==> src/rtl/alu_rs_pkg.sv <==
// Shared sizing and types for the ALU reservation-station scheduler.
// The entry count sets the width of every per-entry vector and age-matrix row.
package alu_rs_pkg;

  localparam int unsigned RS_MSB     = 3;
  localparam int unsigned RS_ENTRIES = RS_MSB + 1;

  typedef logic [RS_ENTRIES-1:0] age_row_t;

endpackage : alu_rs_pkg

==> src/rtl/rs_age_matrix.sv <==
// Age matrix for N station entries: older_q[i][j]=1 means entry i was allocated before entry j.
// It records allocation order and returns the oldest entry among a request vector.
module rs_age_matrix #(
  parameter int unsigned N = 4
) (
  input  logic         clk,
  input  logic         rst_i,
  input  logic         flush_i,
  input  logic [N-1:0] alloc_i,
  input  logic [N-1:0] req_i,
  output logic [N-1:0] oldest_o
);

  logic [N-1:0] older_q [N];
  logic [N-1:0] older_d [N];

  // A newly allocated entry is younger than every other entry.
  always_comb begin
    for (int i = 0; i < int'(N); i++) begin
      older_d[i] = older_q[i];
    end
    if (rst_i || flush_i) begin
      for (int i = 0; i < int'(N); i++) begin
        older_d[i] = '0;
      end
    end else begin
      for (int i = 0; i < int'(N); i++) begin
        for (int j = 0; j < int'(N); j++) begin
          if (alloc_i[i]) begin
            older_d[i][j] = 1'b0;
          end else if (alloc_i[j]) begin
            older_d[i][j] = 1'b1;
          end
        end
      end
    end
  end

  always_ff @(posedge clk) begin
    for (int i = 0; i < int'(N); i++) begin
      older_q[i] <= older_d[i];
    end
  end

  // An entry wins when it is older than every other requesting entry.
  always_comb begin
    oldest_o = '0;
    for (int i = 0; i < int'(N); i++) begin
      oldest_o[i] = req_i[i];
      for (int j = 0; j < int'(N); j++) begin
        if ((j != i) && req_i[j] && !older_q[i][j]) begin
          oldest_o[i] = 1'b0;
        end
      end
    end
  end

endmodule : rs_age_matrix

==> src/rtl/alu_rs_scheduler.sv <==
// ALU reservation-station scheduler: lowest-free-entry allocation, dispatch stall,
// and oldest-ready issue select. Decisions are combinational; only the age matrix is stateful.
module alu_rs_scheduler
  import alu_rs_pkg::*;
#(
  parameter int unsigned RS = RS_MSB
) (
  input  logic        clk,
  input  logic        globalReset,
  input  logic        clear,
  input  logic        validCommit,
  input  logic        dispatchValid,
  input  logic [RS:0] busy,
  input  logic [RS:0] requests,
  input  logic        execute,
  output logic [RS:0] writeRequests,
  output logic [RS:0] grants,
  output logic        noSelect,
  output logic        dispatchStall
);

  localparam int unsigned N = RS + 1;

  logic        flush_c;
  logic        block_c;
  logic        all_busy_c;
  logic        alloc_en_c;
  logic        issue_en_c;
  logic [RS:0] free_c;
  logic [RS:0] lowest_free_c;
  logic [RS:0] valid_req_c;
  logic [RS:0] oldest_c;

  // A flush or reset suppresses every decision in the cycle it is seen.
  assign flush_c = clear & validCommit;
  assign block_c = flush_c | globalReset;

  // Allocation looks only at the busy flags presented this cycle, so an entry
  // being granted now is not reused until its busy flag actually drops.
  assign all_busy_c    = &busy;
  assign free_c        = ~busy;
  assign lowest_free_c = free_c & (~free_c + N'(1));

  assign dispatchStall = dispatchValid & all_busy_c & ~block_c;
  assign alloc_en_c    = dispatchValid & ~all_busy_c & ~block_c;
  assign writeRequests = alloc_en_c ? lowest_free_c : '0;

  // Requests from empty entries are stale and never considered.
  assign valid_req_c = requests & busy;
  assign issue_en_c  = execute & ~block_c;
  assign grants      = issue_en_c ? oldest_c : '0;
  assign noSelect    = ~|grants;

  rs_age_matrix #(
    .N(N)
  ) u_age_matrix (
    .clk      (clk),
    .rst_i    (globalReset),
    .flush_i  (flush_c),
    .alloc_i  (writeRequests),
    .req_i    (valid_req_c),
    .oldest_o (oldest_c)
  );

endmodule : alu_rs_scheduler

==> config.mk <==
export PLATFORM = sky130hd
export DESIGN_NAME = alu_rs_scheduler
export DESIGN_NICKNAME = d
export VERILOG_FILES = /design/src/rtl/alu_rs_pkg.sv /design/src/rtl/rs_age_matrix.sv /design/src/rtl/alu_rs_scheduler.sv
export SDC_FILE = /design/constraint.sdc
export NUM_CORES = 1
export LEC_CHECK = 0
export BUFFER_PORTS_ARGS = -buffer_cell sky130_fd_sc_hd__buf_2
export CAP_MARGIN = 0
export CORE_AREA = 2 2 39 41
export DETAILED_ROUTE_END_ITERATION = 7
export DIE_AREA = 0 0 41 43
export GPL_ROUTABILITY_DRIVEN = 0
export PLACE_DENSITY = 0.71
export SYNTH_ARGS = -nofsm -noshare
export SYNTH_HDL_FRONTEND = slang
export SYNTH_SLANG_ARGS = --single-unit
==> constraint.sdc <==
create_clock -name clk -period 3.3 [get_ports clk]
set_clock_uncertainty 0.1 [all_clocks]
set_input_delay 0.495 -clock clk [delete_from_list [all_inputs] [get_ports clk]]
set_output_delay 0.495 -clock clk [all_outputs]
set_load 0.03 [all_outputs]
==> metrics.log, run 1 <==
INFO  metric run_status = finished clean
INFO  metric die_width = 41 um
INFO  metric post_synth_num_cell_types = 21
INFO  metric timing.max_slew.rel_slack = 0.6786
INFO  metric synth_fp_nets = 81
INFO  metric crit_fanout = 4
INFO  metric drt_wl_total = 1426 um
INFO  metric startpoint_class = primary input
INFO  metric overflow = 0
INFO  metric cts_max_path_buffers = 2
INFO  metric wire_per_inst = 13.20 um
INFO  metric flow.area_growth_from_synthesis = 26.47%
INFO  metric routed.top_layer = met4
INFO  metric worst_hold_path_type = flip-flop to flip-flop
INFO  metric data_arrival_time_of_the_critical_path = 1710 ps
INFO  metric drcViolationCount = 0
INFO  metric p_per_area = 410.7 nW/um^2
INFO  metric synthDominantAreaCellType = sky130_fd_sc_hd__dfxtp_1
INFO  metric cts_resized = 0
INFO  metric end_kind = output port
INFO  metric fillCellCount = 156
INFO  metric post-route-cell-area = 699.4 sq um
INFO  metric placed_cells_incl_taps = 105
INFO  metric yosysWarningCount = 0
INFO  metric registers.top_by_ff_count = u_age_matrix.older_q
INFO  metric core_region_area = 1384 sq um
INFO  metric min_period_over_period = 0.7000
INFO  metric initialDrtViolationCount = 14
INFO  metric postCtsSetupRepairBufs = 0
INFO  metric holdBufCountCts = 0
INFO  metric synthesized_area = 553.0 sq um
INFO  metric std_cell_rows = 14
INFO  metric power_switching = 0.00007920 W
INFO  metric synth.ff_latch_count = 12
INFO  metric grt_max_degree = 11
INFO  metric seq_area_frac_synth = 0.4344
INFO  metric switching_share = 0.2757
INFO  metric detailroute.wirelength.met2 = 622 um
INFO  metric detailed_route_via_count = 593
INFO  metric chipHeight = 43 um
INFO  metric place.detailed.hpwl = 1127 um
INFO  metric drv.max_cap_violation_count = 0
INFO  metric syn_avg_cell_area = 8.254 sq um
INFO  metric timing.setup.critical_path_class = primary input to output port
INFO  metric synthCells = 67
INFO  metric finalNetCount = 108
INFO  metric max_slew.worst_pin.slew = 481.2 ps
INFO  metric grt_first_pass_wirelength = 2180 um
INFO  metric registers_with_the_most_flip_flops = u_age_matrix.older_q (12)
INFO  metric power_frac_seq = 0.526
INFO  metric drive_gt1_frac = 0.3261
INFO  metric via_per_inst = 5.491
INFO  metric power.share.clock = 0.313
INFO  metric combPwrFrac = 0.161
INFO  metric antennaDiodeCount = 0
INFO  metric fin_setup_tns = 0 ps
INFO  metric cts_made_buffers = 3
INFO  metric m1WireLength = 652 um
INFO  metric ys_top_cells_by_area = sky130_fd_sc_hd__dfxtp_1 43%, sky130_fd_sc_hd__nor2_1 8.8%, sky130_fd_sc_hd__nor4_1 6.8%, sky130_fd_sc_hd__o21a_1 6.8%, sky130_fd_sc_hd__o22ai_1 4.5%
INFO  metric peakVddDrop = 0.0002195 V
INFO  metric layout.cells.most_common = sky130_fd_sc_hd__buf_2
INFO  metric finalWorstPathRequiredPeriod = 2310 ps
INFO  metric synth_top_area_frac = 0.4344
INFO  metric internal_power = 0.0002080 W
INFO  metric vias_in_the_first_global_route = 492
INFO  metric power_leakage = 0.3191 nW
INFO  metric route.met3.wl = 122 um
INFO  metric htree_num_levels = 1
INFO  metric number_of_slew_limit_violations_in_the_final_report = 0
INFO  metric cts_sinks = 12
INFO  metric cp.required = 2700 ps
INFO  metric finalSetupViolations = 0
INFO  metric ant_nets = 0
INFO  metric detailed_place.area = 676.9 sq um
INFO  metric max_freq = 0.4329 GHz
INFO  metric clock_tree_from_tritoncts = built
INFO  metric timing_hold_violations_final = 0
INFO  metric clockRootBuffer = sky130_fd_sc_hd__clkbuf_4
INFO  metric final_cells = 108
INFO  metric design.portCount = 24
INFO  metric most-common-layout-cells = 23 x sky130_fd_sc_hd__buf_2, 13 x sky130_fd_sc_hd__nor2_1, 12 x sky130_fd_sc_hd__dfxtp_1, 6 x sky130_fd_sc_hd__nand2_1, 6 x sky130_fd_sc_hd__nor4_1
INFO  metric flip_flop_count_of_the_largest_register_all_copies_and_words_added = 12
INFO  metric clk_lat_worst_skew = 270 ps
INFO  metric groute.usage.overall = 0.1825
INFO  metric io_buffer_count = 23
INFO  metric rsz0062_at_grt = false
INFO  metric detail_route.first_pass.iterations = 4
INFO  metric clk_pin_slew = 70 ps
INFO  metric start_util = 0.3996
INFO  metric antenna_found_initial = 0
INFO  metric fp.dieArea = 1763 sq um
[per-layer routing]
layer	vias to the layer above	GRT usage
met2	27	0.2469
met5	-	0
met3	5	0.04712
met4	0	0.08000
li1	291	-
met1	270	0.2638
[power by group through the flow]
stage          Combinational [W]   Clock, W  Sequential (W)
2_1_floorplan          0.0000298          0        0.000154
3_3_place_gp           0.0000458          0        0.000154
3_5_place_dp           0.0000460          0        0.000154
4_1_cts                0.0000463  0.0000898        0.000151
5_1_grt                0.0000509  0.0000962        0.000152
6_report               0.0000463  0.0000898        0.000151
[worst max-delay path: stages]
cell,delay (ps)
sky130_fd_sc_hd__buf_2,100
sky130_fd_sc_hd__a21oi_1,210
sky130_fd_sc_hd__nand2_1,150
sky130_fd_sc_hd__nor4_1,440
sky130_fd_sc_hd__nor4_1,120
sky130_fd_sc_hd__buf_2,200
[logic make-up after synthesis]
| kind of cell | Yosys count | synth area share |
|---|---|---|
| simple gates | 36 | 0.3462 |
| compound gates | 15 | 0.1787 |
| flops | 12 | 0.4344 |
| buf+inv | 4 | 0.04072 |
[cell usage after synthesis]
cell type and n:
sky130_fd_sc_hd__nand3_1 1, sky130_fd_sc_hd__nor4_1 6, sky130_fd_sc_hd__a211oi_1 1, sky130_fd_sc_hd__inv_1 3
sky130_fd_sc_hd__nand2b_1 1, sky130_fd_sc_hd__nor2_2 2, sky130_fd_sc_hd__a21oi_1 2, sky130_fd_sc_hd__nor2_1 13
sky130_fd_sc_hd__and2_1 1, sky130_fd_sc_hd__o22ai_1 4, sky130_fd_sc_hd__nor4_4 1, sky130_fd_sc_hd__buf_6 1
sky130_fd_sc_hd__o21a_1 5, sky130_fd_sc_hd__nand2_1 6, sky130_fd_sc_hd__dfxtp_1 12, sky130_fd_sc_hd__nor2b_1 1
sky130_fd_sc_hd__nor3_2 1, sky130_fd_sc_hd__a21o_1 1, sky130_fd_sc_hd__a31oi_1 1, sky130_fd_sc_hd__o21ai_0 1
sky130_fd_sc_hd__nor3_1 3
[path summary, 6_finish.rpt]
path                                 to  cells past startpoint                  startpoint  slack [ps]
max                            noSelect                      6                       clear         990
min          u_age_matrix.older_q[3][0]                      1  u_age_matrix.older_q[3][0]         370
max reg2reg  u_age_matrix.older_q[0][1]                      2  u_age_matrix.older_q[0][1]        2520
min reg2reg  u_age_matrix.older_q[3][0]                      1  u_age_matrix.older_q[3][0]         370
[final cells by class]
cell class                 count  area (sq um)  share of cell area
timing repair buffer          23         115.1              0.1646
inverter                       3         11.26             0.01610
multi-input combinational     51         290.3              0.4150
sequential                    12         240.2              0.3435
tap                           16         20.02             0.02862
clock buffer                   3         22.52             0.03220
[through the flow]
step	hold slack [ps]	worst slack, ps	power, W	util
after floorplan	330.4	441.1	0.0001836	-
after global placement	348.4	1036	0.0002002	0.4892
after detailed placement	360.2	1033	0.0002005	0.4892
after CTS	376.6	1026	0.0002872	0.5054
after global routing	407.2	900.4	0.0002987	0.5054
final	371.1	990.0	0.0002872	0.5054
Power figures use the tool's default switching activity.
==> inputs of run 2 (changes only) <==
clock period = 2.3 ns   (was 3.3 ns; I/O delays follow)
==> run 2 against run 1 <==
  * Clock-buffer cell count rose by 1
  * Largest cell class unchanged
  * Sequential cell count stayed put
  * Critical endpoint unchanged
  * Final area grew 7.7%
  * Non-clock buffer count increased by 2
  * Largest power group unchanged
  * Combinational power rose by 55%
==> metrics.log, run 2 (synthesis results as in run 1) <==
INFO  metric p_per_area = 602.7 nW/um^2 (was 410.7 nW/um^2)
INFO  metric r2r.worst_path.cells = 2 (unchanged)
INFO  metric max_slew.worst_pin.slew = 371.3 ps (was 481.2 ps)
INFO  metric cp.required = 1860 ps (was 2700 ps)
INFO  metric end_kind = output port (unchanged)
INFO  metric startpoint_class = primary input (unchanged)
INFO  metric data_arrival_time_of_the_critical_path = 1470 ps (was 1710 ps)
INFO  metric antenna_found_initial = 0 (unchanged)
INFO  metric peakVddDrop = 0.0003120 V (was 0.0002195 V)
INFO  metric worst_slack = 387.6 ps (was 990.0 ps)
INFO  metric fin_setup_tns = 0 ps (unchanged)
INFO  metric std_cell_rows = 14 (unchanged)
INFO  metric dp_worst_setup_slack = 375.0 ps (was 1033 ps)
INFO  metric antennaDiodeCount = 0 (unchanged)
INFO  metric holdBufCountCts = 0 (unchanged)
INFO  metric flip_flop_count_of_the_largest_register_all_copies_and_words_added = 12 (unchanged)
INFO  metric overflow = 0 (unchanged)
INFO  metric run_status = finished clean (unchanged)
INFO  metric via_per_inst = 5.270 (was 5.491)
INFO  metric grt_first_pass_wirelength = 2242 um (was 2180 um)
INFO  metric fp.dieArea = 1763 sq um (unchanged)
INFO  metric cts_max_path_buffers = 2 (unchanged)
INFO  metric initialDrtViolationCount = 13 (was 14)
INFO  metric die_width = 41 um (unchanged)
INFO  metric cts_sinks = 12 (unchanged)
INFO  metric detailed_route_via_count = 585 (was 593)
INFO  metric utilization = 0.5443 (was 0.5054)
INFO  metric drt_wl_total = 1368 um (was 1426 um)
INFO  metric finalNetCount = 110 (was 108)
INFO  metric crit_start = clear (unchanged)
INFO  metric wire_per_inst = 12.32 um (was 13.20 um)
INFO  metric vias_in_the_first_global_route = 545 (was 492)
INFO  metric worst_hold_slack = 325.1 ps (was 371.1 ps)
INFO  metric timing.setup.critical_path_class = primary input to output port (unchanged)
INFO  metric groute.usage.overall = 0.1869 (was 0.1825)
INFO  metric max_freq = 0.5229 GHz
INFO  metric drv.max_cap_violation_count = 0 (unchanged)
INFO  metric reg2reg_slack = 1530 ps (was 2520 ps)
INFO  metric crit_path_end = noSelect (unchanged)
INFO  metric place.detailed.hpwl = 1149 um (was 1127 um)
INFO  metric cts_made_buffers = 3 (unchanged)
INFO  metric clk_lat_worst_skew = 270 ps (about the same)
INFO  metric number_of_slew_limit_violations_in_the_final_report = 0 (unchanged)
INFO  metric core_region_area = 1384 sq um (unchanged)
INFO  metric power_leakage = 0.3381 nW (was 0.3191 nW)
INFO  metric layout.cells.most_common = sky130_fd_sc_hd__buf_2 (unchanged)
INFO  metric worst_hold_path_type = primary input to flip-flop (was flip-flop to flip-flop)
INFO  metric ant_nets = 0 (unchanged)
INFO  metric htree_num_levels = 1 (unchanged)
INFO  metric r2r_end = u_age_matrix.older_q[1][2] (was u_age_matrix.older_q[0][1])
INFO  metric worstReg2RegStart = u_age_matrix.older_q[1][2] (was u_age_matrix.older_q[0][1])
INFO  metric start_util = 0.3996 (unchanged)
INFO  metric registers.top_by_ff_count = u_age_matrix.older_q (unchanged)
INFO  metric detail_route.first_pass.iterations = 4 (unchanged)
INFO  metric crit_fanout = 4 (unchanged)
INFO  metric postCtsSetupRepairBufs = 0 (unchanged)
INFO  metric io_buffer_count = 23 (unchanged)
INFO  metric rsz0062_at_grt = false (unchanged)
INFO  metric timing.max_slew.rel_slack = 0.7498 (was 0.6786)
INFO  metric flow.area_growth_from_synthesis = 36.20% (was 26.47%)
INFO  metric clock_tree_from_tritoncts = built (unchanged)
INFO  metric drcViolationCount = 0 (unchanged)
INFO  metric grt_max_degree = 11 (unchanged)
INFO  metric min_period_over_period = 0.8315
INFO  metric design.portCount = 24 (unchanged)
INFO  metric finalSetupViolations = 0 (unchanged)
INFO  metric chipHeight = 43 um (unchanged)
INFO  metric most-common-layout-cells = 23 x sky130_fd_sc_hd__buf_2, 13 x sky130_fd_sc_hd__nor2_1, 12 x sky130_fd_sc_hd__dfxtp_1, 6 x sky130_fd_sc_hd__nand2_1, 5 x sky130_fd_sc_hd__o21a_1 (was 23 x sky130_fd_sc_hd__buf_2, 13 x sky130_fd_sc_hd__nor2_1, 12 x sky130_fd_sc_hd__dfxtp_1, 6 x sky130_fd_sc_hd__nand2_1, 6 x sky130_fd_sc_hd__nor4_1)
INFO  metric finalWorstPathRequiredPeriod = 1912 ps
INFO  metric clockRootBuffer = sky130_fd_sc_hd__clkbuf_4 (unchanged)
INFO  metric timing_hold_violations_final = 0 (unchanged)
INFO  metric drive_gt1_frac = 0.3895 (was 0.3261)
INFO  metric clk_pin_slew = 70 ps (about the same)
INFO  metric cts_resized = 0 (unchanged)
INFO  metric total_power = 0.0004540 W (was 0.0002872 W)
INFO  metric registers_with_the_most_flip_flops = u_age_matrix.older_q (12) (unchanged)
-- run 2: cell types whose count changed in the layout (fill, tap and decap cells not counted), sizes merged --
| cell | before | now |
|---|---|---|
| clkbuf | 3 | 4 |
| buf | 23 | 25 |
-- run 2: final cells by class --
class,count,area (sq um)
Tap cell,16,20.02
Fill cell,142,630.6
Inverter,3,11.26
Clock buffer,4,36.28
Multi-Input combinational cell,51,315.3
Sequential cell,12,240.2
Timing Repair Buffer,25,130.1
-- run 2: worst min-delay path by stage --
| stage | start | slack, ps | depth (start not counted) | to |
|---|---|---|---|---|
| after floorplan | u_age_matrix.older_q[0][1] | 330 | 2 | u_age_matrix.older_q[0][1] |
| after global placement | u_age_matrix.older_q[0][1] | 350 | 2 | u_age_matrix.older_q[0][1] |
| after detailed placement | u_age_matrix.older_q[0][1] | 360 | 2 | u_age_matrix.older_q[0][1] |
| after CTS | busy[1] | 310 | 4 | u_age_matrix.older_q[2][1] |
| after global routing | dispatchValid | 320 | 3 | u_age_matrix.older_q[0][1] |
| final | dispatchValid | 330 | 3 | u_age_matrix.older_q[0][1] |
-- run 2: routing by layer --
| metal | vias to the layer above | GRT usage | part of all wire |
|---|---|---|---|
| met4 | 0 | 0.08000 | 0.0066 |
| met1 | 259 | 0.2426 | 0.46 |
| li1 | 300 | - | - |
| met5 | - | 0 | 0 |
| met3 | 2 | 0.04712 | 0.067 |
| met2 | 24 | 0.2813 | 0.46 |
-- run 2: stage by stage --
| step | std cells | cell area [sq um] |
|---|---|---|
| after floorplan | 67 | 578.1 |
| after global placement | 107 | 716.9 |
| after detailed placement | 107 | 716.9 |
| after CTS | 111 | 753.2 |
| after global routing | 111 | 753.2 |
| final | 111 | 753.2 |
-- run 2: power breakdown --
group / leakage, nW / total (W) / switching (W) / internal (W)
registers: 0.0975 / 0.000217 / 0.00000300 / 0.000214
logic: 0.220 / 0.0000717 / 0.0000456 / 0.0000261
clock network: 0.0210 / 0.000166 / 0.0000696 / 0.0000961
-- run 2: critical path, stage by stage --
cell and delay (ps):
sky130_fd_sc_hd__buf_2 100, sky130_fd_sc_hd__a21oi_1 210, sky130_fd_sc_hd__nand2_1 190, sky130_fd_sc_hd__nor4_2 350, sky130_fd_sc_hd__nor4_1 90, sky130_fd_sc_hd__buf_2 180
==> inputs of run 3 (changes only) <==
CORE_AREA = unset   (was 2 2 39 41)
CORE_MARGIN = 2   (was unset)
CORE_UTILIZATION = 39   (was unset)
DIE_AREA = unset   (was 0 0 41 43)
PLACE_DENSITY = 0.7   (was 0.71)
clock period = 1.6 ns   (was 2.3 ns; I/O delays follow)
==> run 3 against run 2 <==
  * The flow now finishes with violations (setup timing)
  * Critical path depth down 2
  * Combinational power is 130% higher
  * Wire length is 23% higher
  * Sequential share of layout area is 6.9 points lower
  * Register-to-register slack lost 730 ps
  * Utilization grew 21 points
  * Setup slack worse by 420 ps
  * Global-route usage up 2.6 points
==> metrics.log, run 3 (synthesis results as in run 1) <==
INFO  metric run_status = complete, but fails checks (was finished clean)
INFO  metric failed_checks = setup timing
INFO  metric timing.max_slew.rel_slack = 0.7793 (was 0.7498)
INFO  metric antenna_found_initial = 0 (unchanged)
INFO  metric power_leakage = 0.4154 nW (was 0.3381 nW)
INFO  metric detailed_route_via_count = 645 (was 585)
INFO  metric finalWorstPathRequiredPeriod = 1636 ps
INFO  metric design.portCount = 24 (unchanged)
INFO  metric layout.cells.most_common = sky130_fd_sc_hd__buf_2 (unchanged)
INFO  metric holdPathEnd = u_age_matrix.older_q[0][1] (unchanged)
INFO  metric drive_gt1_frac = 0.6286 (was 0.3895)
INFO  metric wire_per_inst = 14.00 um (was 12.32 um)
INFO  metric timing.setup.critical_path_class = flip-flop to output port (was primary input to output port)
INFO  metric cts_sinks = 12 (unchanged)
INFO  metric max_slew.worst_pin.slew = 327.5 ps (was 371.3 ps)
INFO  metric detailroute.wirelength.met2 = 881 um (was 633 um)
INFO  metric detail_route.first_pass.iterations = 6 (was 4)
INFO  metric std_cell_rows = 13 (was 14)
INFO  metric path_delay_family = flip-flops (was simple AND/OR/NAND/NOR gates)
INFO  metric peakVddDrop = 0.0005947 V (was 0.0003120 V)
INFO  metric initialDrtViolationCount = 13 (unchanged)
INFO  metric clk_pin_slew = 80 ps (was 70 ps)
INFO  metric place.detailed.hpwl = 1204 um (was 1149 um)
INFO  metric r2r_end = u_age_matrix.older_q[1][2] (unchanged)
INFO  metric cts_made_buffers = 3 (unchanged)
INFO  metric holdBufCountCts = 0 (unchanged)
INFO  metric antennaDiodeCount = 0 (unchanged)
INFO  metric core_region_area = 1318 sq um (was 1384 sq um)
INFO  metric most-common-layout-cells = 17 x sky130_fd_sc_hd__buf_2, 14 x sky130_fd_sc_hd__buf_4, 12 x sky130_fd_sc_hd__nor2_1, 7 x sky130_fd_sc_hd__dfxtp_2 (was 23 x sky130_fd_sc_hd__buf_2, 13 x sky130_fd_sc_hd__nor2_1, 12 x sky130_fd_sc_hd__dfxtp_1, 6 x sky130_fd_sc_hd__nand2_1, 5 x sky130_fd_sc_hd__o21a_1)
INFO  metric hold_depth = 3 (unchanged)
INFO  metric switching_share = 0.2850 (was 0.2602)
INFO  metric cp_cell_sequence = o22ai_4 > nor4_4 > nor4_2 > buf_4 (was buf_2 > a21oi_1 > nand2_1 > nor4_2 > nor4_1 > buf_2)
INFO  metric start_util = 0.4198 (was 0.3996)
INFO  metric vias_in_the_first_global_route = 579 (was 545)
INFO  metric chipHeight = 41.66 um (was 43 um)
INFO  metric number_of_slew_limit_violations_in_the_final_report = 0 (unchanged)
INFO  metric combPwrFrac = 0.227 (was 0.158)
INFO  metric clockRootBuffer = sky130_fd_sc_hd__clkbuf_4 (unchanged)
INFO  metric groute.usage.overall = 0.2125 (was 0.1869)
INFO  metric placed_cells_incl_taps = 116 (was 107)
INFO  metric m1WireLength = 696 um (was 633 um)
INFO  metric final_cells = 120 (was 111)
INFO  metric r2r.worst_path.cells = 2 (unchanged)
INFO  metric htree_num_levels = 1 (unchanged)
INFO  metric finalSetupViolations = 2 (was 0)
INFO  metric overflow = 0 (unchanged)
INFO  metric cp.required = 1260 ps (was 1860 ps)
INFO  metric finalNetCount = 120 (was 110)
INFO  metric crit_fanout = 2 (was 4)
INFO  metric drcViolationCount = 0 (unchanged)
INFO  metric registers_with_the_most_flip_flops = u_age_matrix.older_q (12) (unchanged)
INFO  metric rsz0062_at_grt = true (was false)
INFO  metric clk_lat_worst_skew = 270 ps (about the same)
INFO  metric seqCellArea = 249.0 sq um (was 240.2 sq um)
INFO  metric ant_nets = 0 (unchanged)
INFO  metric registers.top_by_ff_count = u_age_matrix.older_q (unchanged)
INFO  metric grt_max_degree = 8 (was 11)
INFO  metric drt_wl_total = 1680 um (was 1368 um)
INFO  metric slowest_stage = sky130_fd_sc_hd__dfxtp_2 (was sky130_fd_sc_hd__nor4_2)
INFO  metric flow.area_growth_from_synthesis = 80.32% (was 36.20%)
INFO  metric reg2reg_slack = 800 ps (was 1530 ps)
INFO  metric cp_num_buf_inv = 1 (was 2)
INFO  metric internal_power = 0.0005204 W (was 0.0003358 W)
INFO  metric via_per_inst = 5.375 (was 5.270)
INFO  metric total_power = 0.0007278 W (was 0.0004540 W)
INFO  metric io_buffer_count = 23 (unchanged)
INFO  metric worst_hold_path_type = primary input to flip-flop (unchanged)
INFO  metric min_period_over_period = 1.023
INFO  metric max_freq = 0.6112 GHz
INFO  metric timing_hold_violations_final = 0 (unchanged)
INFO  metric end_kind = output port (unchanged)
INFO  metric multi_input_area = 446.7 sq um (was 315.3 sq um)
INFO  metric critPathMaxStageDelay = 340 ps (was 350 ps)
INFO  metric die_width = 41.66 um (was 41 um)
INFO  metric p_per_area = 729.8 nW/um^2 (was 602.7 nW/um^2)
INFO  metric power_frac_seq = 0.435 (was 0.477)
INFO  metric clock_tree_from_tritoncts = built (unchanged)
INFO  metric fp.dieArea = 1735 sq um (was 1763 sq um)
INFO  metric fillCellCount = 92 (was 142)
INFO  metric route.met3.wl = 87 um (was 91 um)
INFO  metric startpoint_class = flip-flop (was primary input)
INFO  metric drv.max_cap_violation_count = 0 (unchanged)
INFO  metric grt_first_pass_wirelength = 2725 um (was 2242 um)
INFO  metric worst_slack = -36.15 ps (was 387.6 ps)
INFO  metric worstHoldStart = dispatchValid (unchanged)
INFO  metric power.share.clock = 0.338 (was 0.365)
INFO  metric worstReg2RegStart = u_age_matrix.older_q[1][2] (unchanged)
INFO  metric data_arrival_time_of_the_critical_path = 1300 ps (was 1470 ps)
INFO  metric cts_max_path_buffers = 2 (unchanged)
INFO  metric flip_flop_count_of_the_largest_register_all_copies_and_words_added = 12 (unchanged)
INFO  metric routed.top_layer = met4 (unchanged)
INFO  metric power_switching = 0.0002074 W (was 0.0001181 W)
==> run 3: timing repair <==
action,CTS,global route
pin swaps,8,2
setup endpoints to repair,5,5
setup buffers,0,0
resized for setup,19,10
cloned,0,0
==> run 3: worst min-delay path, stage by stage <==
cell and delay (ps):
sky130_fd_sc_hd__buf_2 140, sky130_fd_sc_hd__nand2b_1 90, sky130_fd_sc_hd__a211oi_1 70
==> run 3: area by class of cell <==
cell class                      count  share of cell area
Timing Repair Buffer               35              0.2359
Multi-Input combinational cell     51              0.4479
Inverter                            3             0.01129
Tap cell                           15             0.01882
Clock buffer                        4             0.03639
Sequential cell                    12              0.2497
==> run 3: how the worst max path moves through the flow <==
stage	start	to	slack [ps]	cells after the start
6_report	u_age_matrix.older_q[1][2]	noSelect	-40	4
5_1_grt	u_age_matrix.older_q[1][2]	noSelect	-90	4
3_5_place_dp	clear	noSelect	-130	7
3_3_place_gp	clear	noSelect	-90	7
2_1_floorplan	clear	noSelect	-180	4
4_1_cts	u_age_matrix.older_q[3][2]	noSelect	-40	4
==> run 3: power groups by stage <==
stage           logic, W  registers (W)  clock network (W)
4_1_cts         0.000155       0.000315           0.000251
2_1_floorplan  0.0000798       0.000317                  0
3_3_place_gp    0.000132       0.000318                  0
5_1_grt         0.000179       0.000318           0.000264
3_5_place_dp    0.000135       0.000318                  0
6_report        0.000165       0.000317           0.000246
==> run 3: stage by stage <==
step / utilization / setup TNS [ps] / hold slack [ps] / worst slack, ps / cell area [sq um]
after CTS: 0.7312 / -47.01 / 186.2 / -44.23 / 963.4
after detailed placement: 0.6439 / -515.1 / 344.2 / -130.2 / 848.3
after global placement: 0.6439 / -358.7 / 340.4 / -92.68 / 848.3
final: 0.7569 / -50.30 / 197.4 / -36.15 / 997.2
after floorplan: - / -184.2 / 322.5 / -184.2 / 635.6
after global routing: 0.7569 / -268.2 / 190.0 / -92.78 / 997.2
==> run 3: metal layers <==
metal  global-route usage  up-vias
li1                     -      318
met1               0.2668      298
met5                    0        -
met3              0.03913        2
met4               0.1161        0
met2               0.3406       27
